<file path="src/rtl/uart_controller_if.sv">
// Bus-side signals of the UART register window (DATA at address[2]=0, STATUS at address[2]=1).
// The decoder/CPU side takes the master modport, uart_controller takes the slave modport.
interface uart_controller_if;
   logic [31:0] address;
   logic        read;
   logic        write;
   logic [31:0] data_wr;
   logic [3:0]  mask;
   logic        stall;
   logic [31:0] data_rd;
   logic [31:0] data_rd_2;

   modport master (
      output address, read, write, data_wr, mask,
      input  stall, data_rd, data_rd_2
   );

   modport slave (
      input  address, read, write, data_wr, mask,
      output stall, data_rd, data_rd_2
   );
endinterface

</file>
<file path="src/rtl/uart_controller.sv">
// UART register window: TX/RX byte FIFOs plus 8N1 serializer and deserializer.
// Both directions run at a fixed CLK_DIV clocks per bit.
module uart_controller #(
   parameter int CLK_DIV  = 434,
   parameter int TX_DEPTH = 16,
   parameter int RX_DEPTH = 16
) (
   input  logic             clk,
   input  logic             rst,
   uart_controller_if.slave bus,
   output logic             txd,
   input  logic             rxd
);

   localparam int TX_AW = $clog2(TX_DEPTH);
   localparam int RX_AW = $clog2(RX_DEPTH);
   localparam int TX_CW = TX_AW + 1;
   localparam int RX_CW = RX_AW + 1;
   localparam int CNT_W = $clog2(CLK_DIV);

   localparam logic [CNT_W-1:0] BIT_LAST  = CNT_W'(CLK_DIV - 1);
   localparam logic [CNT_W-1:0] HALF_LAST = CNT_W'(CLK_DIV / 2 - 1);

   localparam logic [1:0] ST_IDLE  = 2'd0;
   localparam logic [1:0] ST_START = 2'd1;
   localparam logic [1:0] ST_DATA  = 2'd2;
   localparam logic [1:0] ST_STOP  = 2'd3;

   logic [7:0]       tx_mem_q [TX_DEPTH];
   logic [TX_AW-1:0] tx_wr_ptr_q, tx_rd_ptr_q;
   logic [TX_CW-1:0] tx_count_q;
   logic             tx_full, tx_empty, tx_push, tx_pop;

   logic [1:0]       tx_state_q, tx_state_d;
   logic [CNT_W-1:0] tx_cnt_q, tx_cnt_d;
   logic [2:0]       tx_bit_q, tx_bit_d;
   logic [7:0]       tx_shift_q, tx_shift_d;
   logic             txd_q, txd_d;

   logic [7:0]       rx_mem_q [RX_DEPTH];
   logic [RX_AW-1:0] rx_wr_ptr_q, rx_rd_ptr_q;
   logic [RX_CW-1:0] rx_count_q;
   logic             rx_full, rx_empty, rx_push, rx_pop, rx_push_req;

   logic [1:0]       rx_sync_q;
   logic             rs;
   logic [1:0]       rx_state_q, rx_state_d;
   logic [CNT_W-1:0] rx_cnt_q, rx_cnt_d;
   logic [2:0]       rx_bit_q, rx_bit_d;
   logic [7:0]       rx_shift_q, rx_shift_d;
   logic             rx_armed_q, rx_armed_d;

   logic overrun_q, frame_err_q, set_overrun, set_frame_err, status_rd;
   logic unused_bus_bits;

   assign unused_bus_bits = ^{bus.address[31:3], bus.address[1:0], bus.data_wr[31:8], bus.mask[3:1]};

   assign tx_full   = (tx_count_q == TX_CW'(TX_DEPTH));
   assign tx_empty  = (tx_count_q == '0);
   assign rx_full   = (rx_count_q == RX_CW'(RX_DEPTH));
   assign rx_empty  = (rx_count_q == '0);
   assign tx_push   = bus.write && !bus.address[2] && bus.mask[0] && !tx_full;
   assign rx_pop    = bus.read && !bus.address[2] && !rx_empty;
   assign status_rd = bus.read && bus.address[2];

   // A pop in the same cycle frees the slot a full-FIFO push needs.
   assign rx_push     = rx_push_req && (!rx_full || rx_pop);
   assign set_overrun = rx_push_req && rx_full && !rx_pop;

   assign bus.stall     = 1'b0;
   assign bus.data_rd_2 = '0;
   assign txd           = txd_q;
   assign rs            = rx_sync_q[1];

   always_comb begin
      bus.data_rd = '0;
      if (bus.read) begin
         if (bus.address[2])
            bus.data_rd = {28'b0, frame_err_q, overrun_q, !rx_empty, !tx_full};
         else if (!rx_empty)
            bus.data_rd = {24'b0, rx_mem_q[rx_rd_ptr_q]};
      end
   end

   // NOTE: FIFO storage has no reset; only pointers and counts define its contents.
   always_ff @(posedge clk) begin
      if (tx_push) tx_mem_q[tx_wr_ptr_q] <= bus.data_wr[7:0];
      if (rx_push) rx_mem_q[rx_wr_ptr_q] <= rx_shift_q;
   end

   always_ff @(posedge clk) begin
      if (rst) begin
         tx_wr_ptr_q <= '0;
         tx_rd_ptr_q <= '0;
         tx_count_q  <= '0;
         rx_wr_ptr_q <= '0;
         rx_rd_ptr_q <= '0;
         rx_count_q  <= '0;
      end else begin
         if (tx_push) tx_wr_ptr_q <= tx_wr_ptr_q + TX_AW'(1);
         if (tx_pop)  tx_rd_ptr_q <= tx_rd_ptr_q + TX_AW'(1);
         if (rx_push) rx_wr_ptr_q <= rx_wr_ptr_q + RX_AW'(1);
         if (rx_pop)  rx_rd_ptr_q <= rx_rd_ptr_q + RX_AW'(1);
         case ({tx_push, tx_pop})
            2'b10:   tx_count_q <= tx_count_q + TX_CW'(1);
            2'b01:   tx_count_q <= tx_count_q - TX_CW'(1);
            default: tx_count_q <= tx_count_q;
         endcase
         case ({rx_push, rx_pop})
            2'b10:   rx_count_q <= rx_count_q + RX_CW'(1);
            2'b01:   rx_count_q <= rx_count_q - RX_CW'(1);
            default: rx_count_q <= rx_count_q;
         endcase
      end
   end

   // NOTE: every always_comb output gets a default first so no path infers a latch.
   always_comb begin
      tx_state_d = tx_state_q;
      tx_cnt_d   = tx_cnt_q + CNT_W'(1);
      tx_bit_d   = tx_bit_q;
      tx_shift_d = tx_shift_q;
      tx_pop     = 1'b0;
      case (tx_state_q)
         ST_IDLE: begin
            tx_cnt_d = '0;
            if (!tx_empty) begin
               tx_pop     = 1'b1;
               tx_shift_d = tx_mem_q[tx_rd_ptr_q];
               tx_state_d = ST_START;
            end
         end
         ST_START: if (tx_cnt_q == BIT_LAST) begin
            tx_cnt_d   = '0;
            tx_bit_d   = '0;
            tx_state_d = ST_DATA;
         end
         ST_DATA: if (tx_cnt_q == BIT_LAST) begin
            tx_cnt_d   = '0;
            tx_shift_d = {1'b0, tx_shift_q[7:1]};
            tx_bit_d   = tx_bit_q + 3'd1;
            if (tx_bit_q == 3'd7) tx_state_d = ST_STOP;
         end
         default: if (tx_cnt_q == BIT_LAST) begin
            tx_cnt_d = '0;
            if (!tx_empty) begin
               tx_pop     = 1'b1;
               tx_shift_d = tx_mem_q[tx_rd_ptr_q];
               tx_state_d = ST_START;
            end else begin
               tx_state_d = ST_IDLE;
            end
         end
      endcase
   end

   // txd is registered from the current state, so the line lags the FSM by one clock.
   always_comb begin
      case (tx_state_q)
         ST_START: txd_d = 1'b0;
         ST_DATA:  txd_d = tx_shift_q[0];
         default:  txd_d = 1'b1;
      endcase
   end

   always_comb begin
      rx_state_d    = rx_state_q;
      rx_cnt_d      = rx_cnt_q + CNT_W'(1);
      rx_bit_d      = rx_bit_q;
      rx_shift_d    = rx_shift_q;
      rx_armed_d    = rx_armed_q;
      rx_push_req   = 1'b0;
      set_frame_err = 1'b0;
      case (rx_state_q)
         ST_IDLE: begin
            rx_cnt_d = '0;
            if (rs) rx_armed_d = 1'b1;
            else if (rx_armed_q) rx_state_d = ST_START;
         end
         ST_START: if (rx_cnt_q == HALF_LAST) begin
            rx_cnt_d   = '0;
            rx_bit_d   = '0;
            rx_state_d = rs ? ST_IDLE : ST_DATA;
         end
         ST_DATA: if (rx_cnt_q == BIT_LAST) begin
            rx_cnt_d   = '0;
            rx_shift_d = {rs, rx_shift_q[7:1]};
            rx_bit_d   = rx_bit_q + 3'd1;
            if (rx_bit_q == 3'd7) rx_state_d = ST_STOP;
         end
         default: if (rx_cnt_q == BIT_LAST) begin
            rx_cnt_d      = '0;
            rx_state_d    = ST_IDLE;
            rx_armed_d    = rs;
            rx_push_req   = rs;
            set_frame_err = !rs;
         end
      endcase
   end

   always_ff @(posedge clk) begin
      if (rst) begin
         tx_state_q  <= ST_IDLE;
         tx_cnt_q    <= '0;
         tx_bit_q    <= '0;
         tx_shift_q  <= '0;
         txd_q       <= 1'b1;
         rx_sync_q   <= 2'b11;
         rx_state_q  <= ST_IDLE;
         rx_cnt_q    <= '0;
         rx_bit_q    <= '0;
         rx_shift_q  <= '0;
         rx_armed_q  <= 1'b0;
         overrun_q   <= 1'b0;
         frame_err_q <= 1'b0;
      end else begin
         tx_state_q  <= tx_state_d;
         tx_cnt_q    <= tx_cnt_d;
         tx_bit_q    <= tx_bit_d;
         tx_shift_q  <= tx_shift_d;
         txd_q       <= txd_d;
         rx_sync_q   <= {rx_sync_q[0], rxd};
         rx_state_q  <= rx_state_d;
         rx_cnt_q    <= rx_cnt_d;
         rx_bit_q    <= rx_bit_d;
         rx_shift_q  <= rx_shift_d;
         rx_armed_q  <= rx_armed_d;
         overrun_q   <= set_overrun   || (overrun_q   && !status_rd);
         frame_err_q <= set_frame_err || (frame_err_q && !status_rd);
      end
   end

endmodule

</file>
<file path="src/flat_wrapper.sv">
// flat-port wrapper written by rule: the top's interface ports become plain ports
module uart_controller_flat 
#(
   parameter int CLK_DIV  = 434,
   parameter int TX_DEPTH = 16,
   parameter int RX_DEPTH = 16
)
  (clk, rst, txd, rxd, bus_address, bus_read, bus_write, bus_data_wr, bus_mask, bus_stall, bus_data_rd, bus_data_rd_2);
  uart_controller_if bus_i ();
  input  logic clk;
  input  logic rst;
  output logic txd;
  input  logic rxd;
  input wire logic [$bits(bus_i.address)-1:0] bus_address;
  input wire logic [$bits(bus_i.read)-1:0] bus_read;
  input wire logic [$bits(bus_i.write)-1:0] bus_write;
  input wire logic [$bits(bus_i.data_wr)-1:0] bus_data_wr;
  input wire logic [$bits(bus_i.mask)-1:0] bus_mask;
  output wire logic [$bits(bus_i.stall)-1:0] bus_stall;
  output wire logic [$bits(bus_i.data_rd)-1:0] bus_data_rd;
  output wire logic [$bits(bus_i.data_rd_2)-1:0] bus_data_rd_2;
  assign bus_i.address = bus_address;
  assign bus_i.read = bus_read;
  assign bus_i.write = bus_write;
  assign bus_i.data_wr = bus_data_wr;
  assign bus_i.mask = bus_mask;
  assign bus_stall = bus_i.stall;
  assign bus_data_rd = bus_i.data_rd;
  assign bus_data_rd_2 = bus_i.data_rd_2;
  uart_controller #(.CLK_DIV(CLK_DIV), .TX_DEPTH(TX_DEPTH), .RX_DEPTH(RX_DEPTH)) u_core (.clk(clk), .rst(rst), .bus(bus_i), .txd(txd), .rxd(rxd));
endmodule
</file>
<file path="config.mk">
export PLATFORM = sky130hd
export DESIGN_NAME = uart_controller_flat
export DESIGN_NICKNAME = d
export VERILOG_FILES = /design/src/rtl/uart_controller_if.sv /design/src/rtl/uart_controller.sv /design/src/flat_wrapper.sv
export SDC_FILE = /design/constraint.sdc
export NUM_CORES = 1
export LEC_CHECK = 0
export CORE_ASPECT_RATIO = 0.5
export CORE_UTILIZATION = 32
export CTS_BUF_LIST = sky130_fd_sc_hd__clkbuf_4
export CTS_CLUSTER_DIAMETER = 120
export DETAILED_ROUTE_END_ITERATION = 10
export HOLD_SLACK_MARGIN = 0.03
export PLACE_DENSITY = 0.6
export SYNTH_ARGS = -nofsm -noshare
export SYNTH_HDL_FRONTEND = slang
export SYNTH_SLANG_ARGS = --single-unit
</file>
<file path="constraint.sdc">
create_clock -name clk -period 3.4 [get_ports clk]
set_input_delay 0.34 -clock clk [delete_from_list [all_inputs] [get_ports clk]]
set_output_delay 0.34 -clock clk [all_outputs]
set_load 0.1 [all_outputs]
</file>
==> impl_metrics.env, run 1 <==
export IMPL_status="finished clean"
export IMPL_worst_setup_path_type="reg -> out"
export IMPL_grt_start_max_net_pins=34
export IMPL_synth_area_per_cell_um2=14.7
export IMPL_wirelength_um=28500
export IMPL_dieArea_um2=45900
export IMPL_timing_critical_path_buf_inv=2
export IMPL_cpPeakStageDelay_ps=650
export IMPL_period_needed_ps=3220
export IMPL_grt_use_total=0.126
export IMPL_num_vias=8104
export IMPL_cp_cell_sequence="buf_4 > mux4_2 > mux4_2 > nor2_1 > nor2_1 > buf_12"
export IMPL_r2r_start="u_core.rx_cnt_q[1]"
export IMPL_yosys_warnings=0
export IMPL_cp_slowest_cell="dfxtp_1"
export IMPL_yosysUniqueCellTypes=63
export IMPL_num_fill_cells=4149
export IMPL_pwr_share_comb=0.189
export IMPL_crit_family="multiplexers"
export IMPL_synth_ff_type="edfxtp_1"
export IMPL_power_total_mw=9.71
export IMPL_yosysMostFrequentCell="edfxtp_1"
export IMPL_grt_pass1_vias=8321
export IMPL_synthCells=982
export IMPL_clk_latency_ps=730
export IMPL_crit_required_ps=3060
export IMPL_synthArstFlopShare=0
export IMPL_seq_area_frac_synth=0.650
export IMPL_via_per_inst=4.68
export IMPL_nets=1202
export IMPL_crit_path_max_fanout=9
export IMPL_fmax_ghz=0.311
export IMPL_drv_cap=0
export IMPL_synth_top_cell_by_area="edfxtp_1"
export IMPL_worst_setup_path_end_kind="output pin"
export IMPL_cts_root_buf="clkbuf_4"
export IMPL_synth_edf_count=256
export IMPL_clock_sinks=340
export IMPL_port_buffers=23
export IMPL_ys_top_cells_by_count="edfxtp_1, nor2_1, dfxtp_1"
export IMPL_min_path_type="in -> reg"
export IMPL_antenna_found_initial=1
export IMPL_timing_final_crit_share=0.946
export IMPL_antenna_left=0
export IMPL_synth_top_area_share=0.533
export IMPL_worstHoldStart="rxd"
export IMPL_p_seq_frac=0.487
export IMPL_fp_row_count=54
export IMPL_final_setup_tns_ps=0
export IMPL_path_clk_slew_ps=70
export IMPL_dp_hpwl_um=18600
export IMPL_area_growth_syn_to_layout_pct=14.3
export IMPL_post_cts_buffers=0
export IMPL_switching_share=0.292
export IMPL_die_x_um=302
export IMPL_ys_ff_latch=340
export IMPL_grt_ovfl_total=0
export IMPL_final_hold_violation_count=0
export IMPL_cts_buffers=74
export IMPL_intPower_mw=6.88
export IMPL_place_congestion=0.792
export IMPL_cts_htree_levels=3
export IMPL_tightest_slew_ps=962
export IMPL_die_y_um=152
export IMPL_rsz0062_at_grt="false"
export IMPL_drt_pass1_iterations=5
export IMPL_drt_wirelength_per_cell_um=16.4
export IMPL_drive_above_1_share=0.236
export IMPL_max_slew_margin=0.357
export IMPL_power_leakage_nw=5.58
export IMPL_drt_iter0_drc=537
export IMPL_clk_path_buf_depth=3
export IMPL_power_switching_mw=2.83
export IMPL_synth_area_top_cells="edfxtp_1, dfxtp_1, mux4_2, ha_1, buf_4"
export IMPL_start_kind="flip-flop"
export IMPL_drc=0
export IMPL_pwr_share_clk=0.324
export IMPL_synth_area_um2=14400
export IMPL_clock_skew_ps=31.6
export IMPL_core_um2=44000
export IMPL_top_level_ports=139
export IMPL_start_util=0.328
export IMPL_cts_tree="built"
export IMPL_worst_ep_arrival_time_ps=2880
export IMPL_grt_first_pass_wirelength_um=44900
export IMPL_setup_viol_count_final=0
export IMPL_drv_slew=0
export IMPL_peakVddDrop_mv=0.233
export IMPL_powerDensity_nw_per_um2=590
## per-layer routing
metal  global-route usage  share of wire  up-vias
li1                     -              -     3833
met1                0.163           0.45     4063
met2                0.204           0.49      178
met3               0.0375          0.049       30
met4               0.0366          0.011        0
met5                    0              0        -
## cells by family after synthesis
logic type | share of synthesized area
AND/OR/NAND/NOR | 0.0765
buffers and inverters | 0.0504
adder cells (fa/ha/maj) | 0.0318
multiplexers | 0.117
flip-flops | 0.650
XOR/XNOR | 0.0188
other | 0.000260
AO/OA/AOI/OAI | 0.0547
## repair_timing
action / CTS / global route
resized for setup: 1 / 1
pin swaps: 0 / 0
hold endpoints to repair: 16 / 0
setup endpoints to repair: 2 / 1
hold buffers: 1 / 0
## cell usage in the layout (no fill, tap or decap), drive strengths merged, types with 3 or more instances in the layout
cell           netlist  layout
xnor2               14      14
o211ai               4       4
clkdlybuf4s50        0      14
clkbuf              29     107
a31oi               11      11
dfxtp               84      84
xor2                17      17
o22ai                4       4
or3                  6       6
ha                  35      35
mux2i               26      26
inv                 27      28
a32oi                3       3
conb                 1      57
nor3                11      11
a21oi               35      35
and3                 3       3
nand3               18      18
o21ai               22      22
mux4                58      58
a211oi              15      15
a21o                 5       5
nand2b              11      11
buf                 75      68
nor4                 5       5
nor2                87      87
nor2b               13      13
nand4                8       8
and2                 3       3
edfxtp             256     256
nand3b               3       3
nand2               49      49
or2                  4       4
mux2                11      11
clkinv               0      15
## cell type report
type	instances	area [um2]	area share
antenna	1	2.50	0.000152
sequential	340	9380	0.569
clock buffer	107	803	0.0488
timing repair buffer	83	771	0.0468
multi-input combinational	567	4550	0.276
tap	588	736	0.0447
inverter	27	101	0.00615
clock inverter	19	130	0.00790
## worst register-to-register path, delay by kind of cell (launching register included)
family	cells	cell delay (ps)
AO/OA/AOI/OAI	3	600
XOR/XNOR	1	160
adder cells (fa/ha/maj)	3	570
buffers and inverters	3	310
flip-flops	1	320
multiplexers	1	360
AND/OR/NAND/NOR	4	700
## power groups by stage
stage / logic (mW) / registers [mW] / clock network, mW
after floorplan: 1.56 / 4.74 / 0
after global placement: 1.78 / 4.82 / 0
after detailed placement: 1.83 / 4.83 / 0
after CTS: 1.84 / 4.74 / 3.27
after global routing: 2.00 / 4.76 / 3.49
final: 1.83 / 4.73 / 3.14
## worst paths after layout
path                           to  slack (ps)  cells past startpoint
max                bus_data_rd[1]         180                      6
min           u_core.rx_sync_q[0]         180                      2
max reg2reg  u_core.rx_count_q[4]         260                     15
min reg2reg   u_core.rx_sync_q[1]         420                      1
## stage by stage
stage               hold WS, ps  std cells  cell area (um2)  utilization  setup slack, ps
global route                111       1732            16500        0.374             2.39
floorplan                   389       1038            14600            -              176
global placement            400       1604            15500        0.353              264
detailed placement          403       1604            15500        0.353              215
finish                      181       1732            16500        0.374              182
CTS                        90.6       1731            16500        0.374             74.7
## state kept, by name, summed over array words and instances, names as in the netlist, 3 cells and up, named ones only
signal / count
u_core.tx_mem_q: 128
u_core.rx_shift_q: 8
u_core.rx_cnt_q: 9
u_core.tx_rd_ptr_q: 4
u_core.tx_shift_q: 8
u_core.rx_wr_ptr_q: 4
u_core.tx_bit_q: 3
u_core.tx_wr_ptr_q: 4
u_core.rx_mem_q: 128
u_core.rx_count_q: 5
u_core.rx_bit_q: 3
u_core.tx_cnt_q: 9
u_core.tx_count_q: 5
u_core.rx_rd_ptr_q: 4
(Power assumes the default switching activity.)
==> inputs of run 2 (changes only) <==
- PLACE_DENSITY: 0.6 -> 0.59
- clock period: 3.4 -> 4.1 ns (I/O delays scaled with it)
==> impl_metrics.env, run 2 (synthesis gave the netlist of run 1 again) <==
export IMPL_reg2regPathDepth=15
export IMPL_worst_ep_arrival_time_ps=3170
export IMPL_clk_path_buf_depth=3
export IMPL_worst_setup_path_type="reg -> out"
export IMPL_antenna_left=0
export IMPL_via_per_inst=4.71
export IMPL_largestRegisters="u_core.rx_mem_q: 128 flops, u_core.tx_mem_q: 128 flops"
export IMPL_place_congestion=0.765
export IMPL_grt_first_pass_wirelength_um=45100
export IMPL_drc=0
export IMPL_rsz0062_at_grt="false"
export IMPL_crit_path_max_fanout=14
export IMPL_nets=1166
export IMPL_peakVddDrop_mv=0.200
export IMPL_drive_above_1_share=0.213
export IMPL_crit_required_ps=3690
export IMPL_drv_cap=0
export IMPL_min_path_type="in -> reg"
export IMPL_tightest_slew_ps=1100
export IMPL_final_common_cell="edfxtp_1"
export IMPL_period_needed_ps=3580
export IMPL_max_slew_margin=0.263
export IMPL_area_growth_syn_to_layout_pct=12.2
export IMPL_drt_pass1_iterations=5
export IMPL_worst_setup_path_end_kind="output pin"
export IMPL_r2r_start="u_core.rx_cnt_q[1]"
export IMPL_core_um2=44000
export IMPL_grt_use_total=0.127
export IMPL_status="finished clean"
export IMPL_grt_start_max_net_pins=50
export IMPL_drt_iter0_drc=606
export IMPL_cts_buffers=77
export IMPL_antenna_found_initial=1
export IMPL_port_buffers=23
export IMPL_post_cts_buffers=0
export IMPL_setup_viol_count_final=0
export IMPL_powerDensity_nw_per_um2=512
export IMPL_top_level_ports=139
export IMPL_crit_end="bus_data_rd[1]"
export IMPL_dieArea_um2=45900
export IMPL_fp_row_count=54
export IMPL_die_x_um=302
export IMPL_clk_latency_ps=730
export IMPL_final_hold_violation_count=0
export IMPL_drv_slew=0
export IMPL_num_vias=8031
export IMPL_timing_final_crit_share=0.872
export IMPL_power_leakage_nw=5.41
export IMPL_fmax_ghz=0.280
export IMPL_r2r_setup_slack_ps=600
export IMPL_r2r_end="u_core.rx_count_q[4]"
export IMPL_cts_htree_levels=3
export IMPL_path_clk_slew_ps=70
export IMPL_grt_pass1_vias=8145
export IMPL_dp_hpwl_um=18300
export IMPL_start_kind="flip-flop"
export IMPL_layout_common_cells="edfxtp_1, clkbuf_4, nor2_1"
export IMPL_clock_skew_ps=39.6
export IMPL_die_y_um=152
export IMPL_final_setup_tns_ps=0
export IMPL_wirelength_um=28500
export IMPL_final_util=0.368
export IMPL_clock_sinks=340
export IMPL_start_util=0.328
export IMPL_cts_root_buf="clkbuf_4"
export IMPL_cts_tree="built"
export IMPL_drt_wirelength_per_cell_um=16.7
export IMPL_grt_ovfl_total=0
==> run 2: changes by cell type in the layout (fill, tap and decap cells not counted), sizes merged <==
| cell | previous run | this run |
|---|---|---|
| buf | 68 | 29 |
| clkbuf | 107 | 116 |
| bufinv | 2 | 4 |
| clkinv | 15 | 16 |
| clkinvlp | 1 | 2 |
==> run 2: worst min-delay path by stage <==
stage          depth (start not counted)                  end  slack (ps)           startpoint
6_report                               2  u_core.rx_sync_q[0]         270                  rxd
5_1_grt                                2  u_core.rx_sync_q[0]         210                  rxd
4_1_cts                                2  u_core.rx_sync_q[0]         180                  rxd
3_5_place_dp                           1  u_core.rx_sync_q[1]         400  u_core.rx_sync_q[0]
3_3_place_gp                           1  u_core.rx_sync_q[1]         400  u_core.rx_sync_q[0]
2_1_floorplan                          1  u_core.rx_sync_q[1]         390  u_core.rx_sync_q[0]
==> run 2: layer usage <==
metal	wire length (um)	share of wire	track usage	vias up
li1	-	-	-	3775
met1	13300	0.46	0.170	4043
met2	13600	0.48	0.200	159
met3	1100	0.039	0.0320	54
met4	540	0.019	0.0450	0
met5	0	0	0	-
==> run 2: power by group <==
| part | total (mW) | leakage, nW | switching [mW] | internal (mW) |
|---|---|---|---|---|
| logic | 1.49 | 1.77 | 0.916 | 0.575 |
| clock network | 2.87 | 0.625 | 1.32 | 1.55 |
| registers | 3.92 | 3.02 | 0.144 | 3.78 |
| total | 8.28 | 5.41 | 2.38 | 5.90 |
==> run 2: critical path, stage by stage, from the launching register on <==
cell	delay, ps
dfxtp_2	650
buf_4	360
mux4_2	520
mux4_2	510
nor2_1	110
nor2_1	50
buf_4	230
==> run 2: layout make-up <==
type / instances / area [um2]
fill: 4166 / 27800
sequential: 340 / 9370
multi-input combinational: 567 / 4520
clock buffer: 116 / 871
tap: 588 / 736
timing repair buffer: 44 / 365
clock inverter: 23 / 201
inverter: 27 / 101
antenna: 1 / 2.50
==> run 2: through the flow <==
step | hold WS, ps | total power, mW | setup slack [ps] | cells | instance area (um2)
floorplan | 389 | 5.22 | 113 | 1038 | 14600
global route | 206 | 8.73 | 241 | 1706 | 16200
finish | 275 | 8.28 | 524 | 1706 | 16200
detailed placement | 401 | 5.49 | 485 | 1565 | 15100
CTS | 182 | 8.38 | 354 | 1705 | 16200
global placement | 400 | 5.44 | 515 | 1565 | 15100
==> run 2: timing repair <==
item	CTS	global route
hold endpoints to repair	5	0
hold buffers	1	0
gates resized for setup	0	0
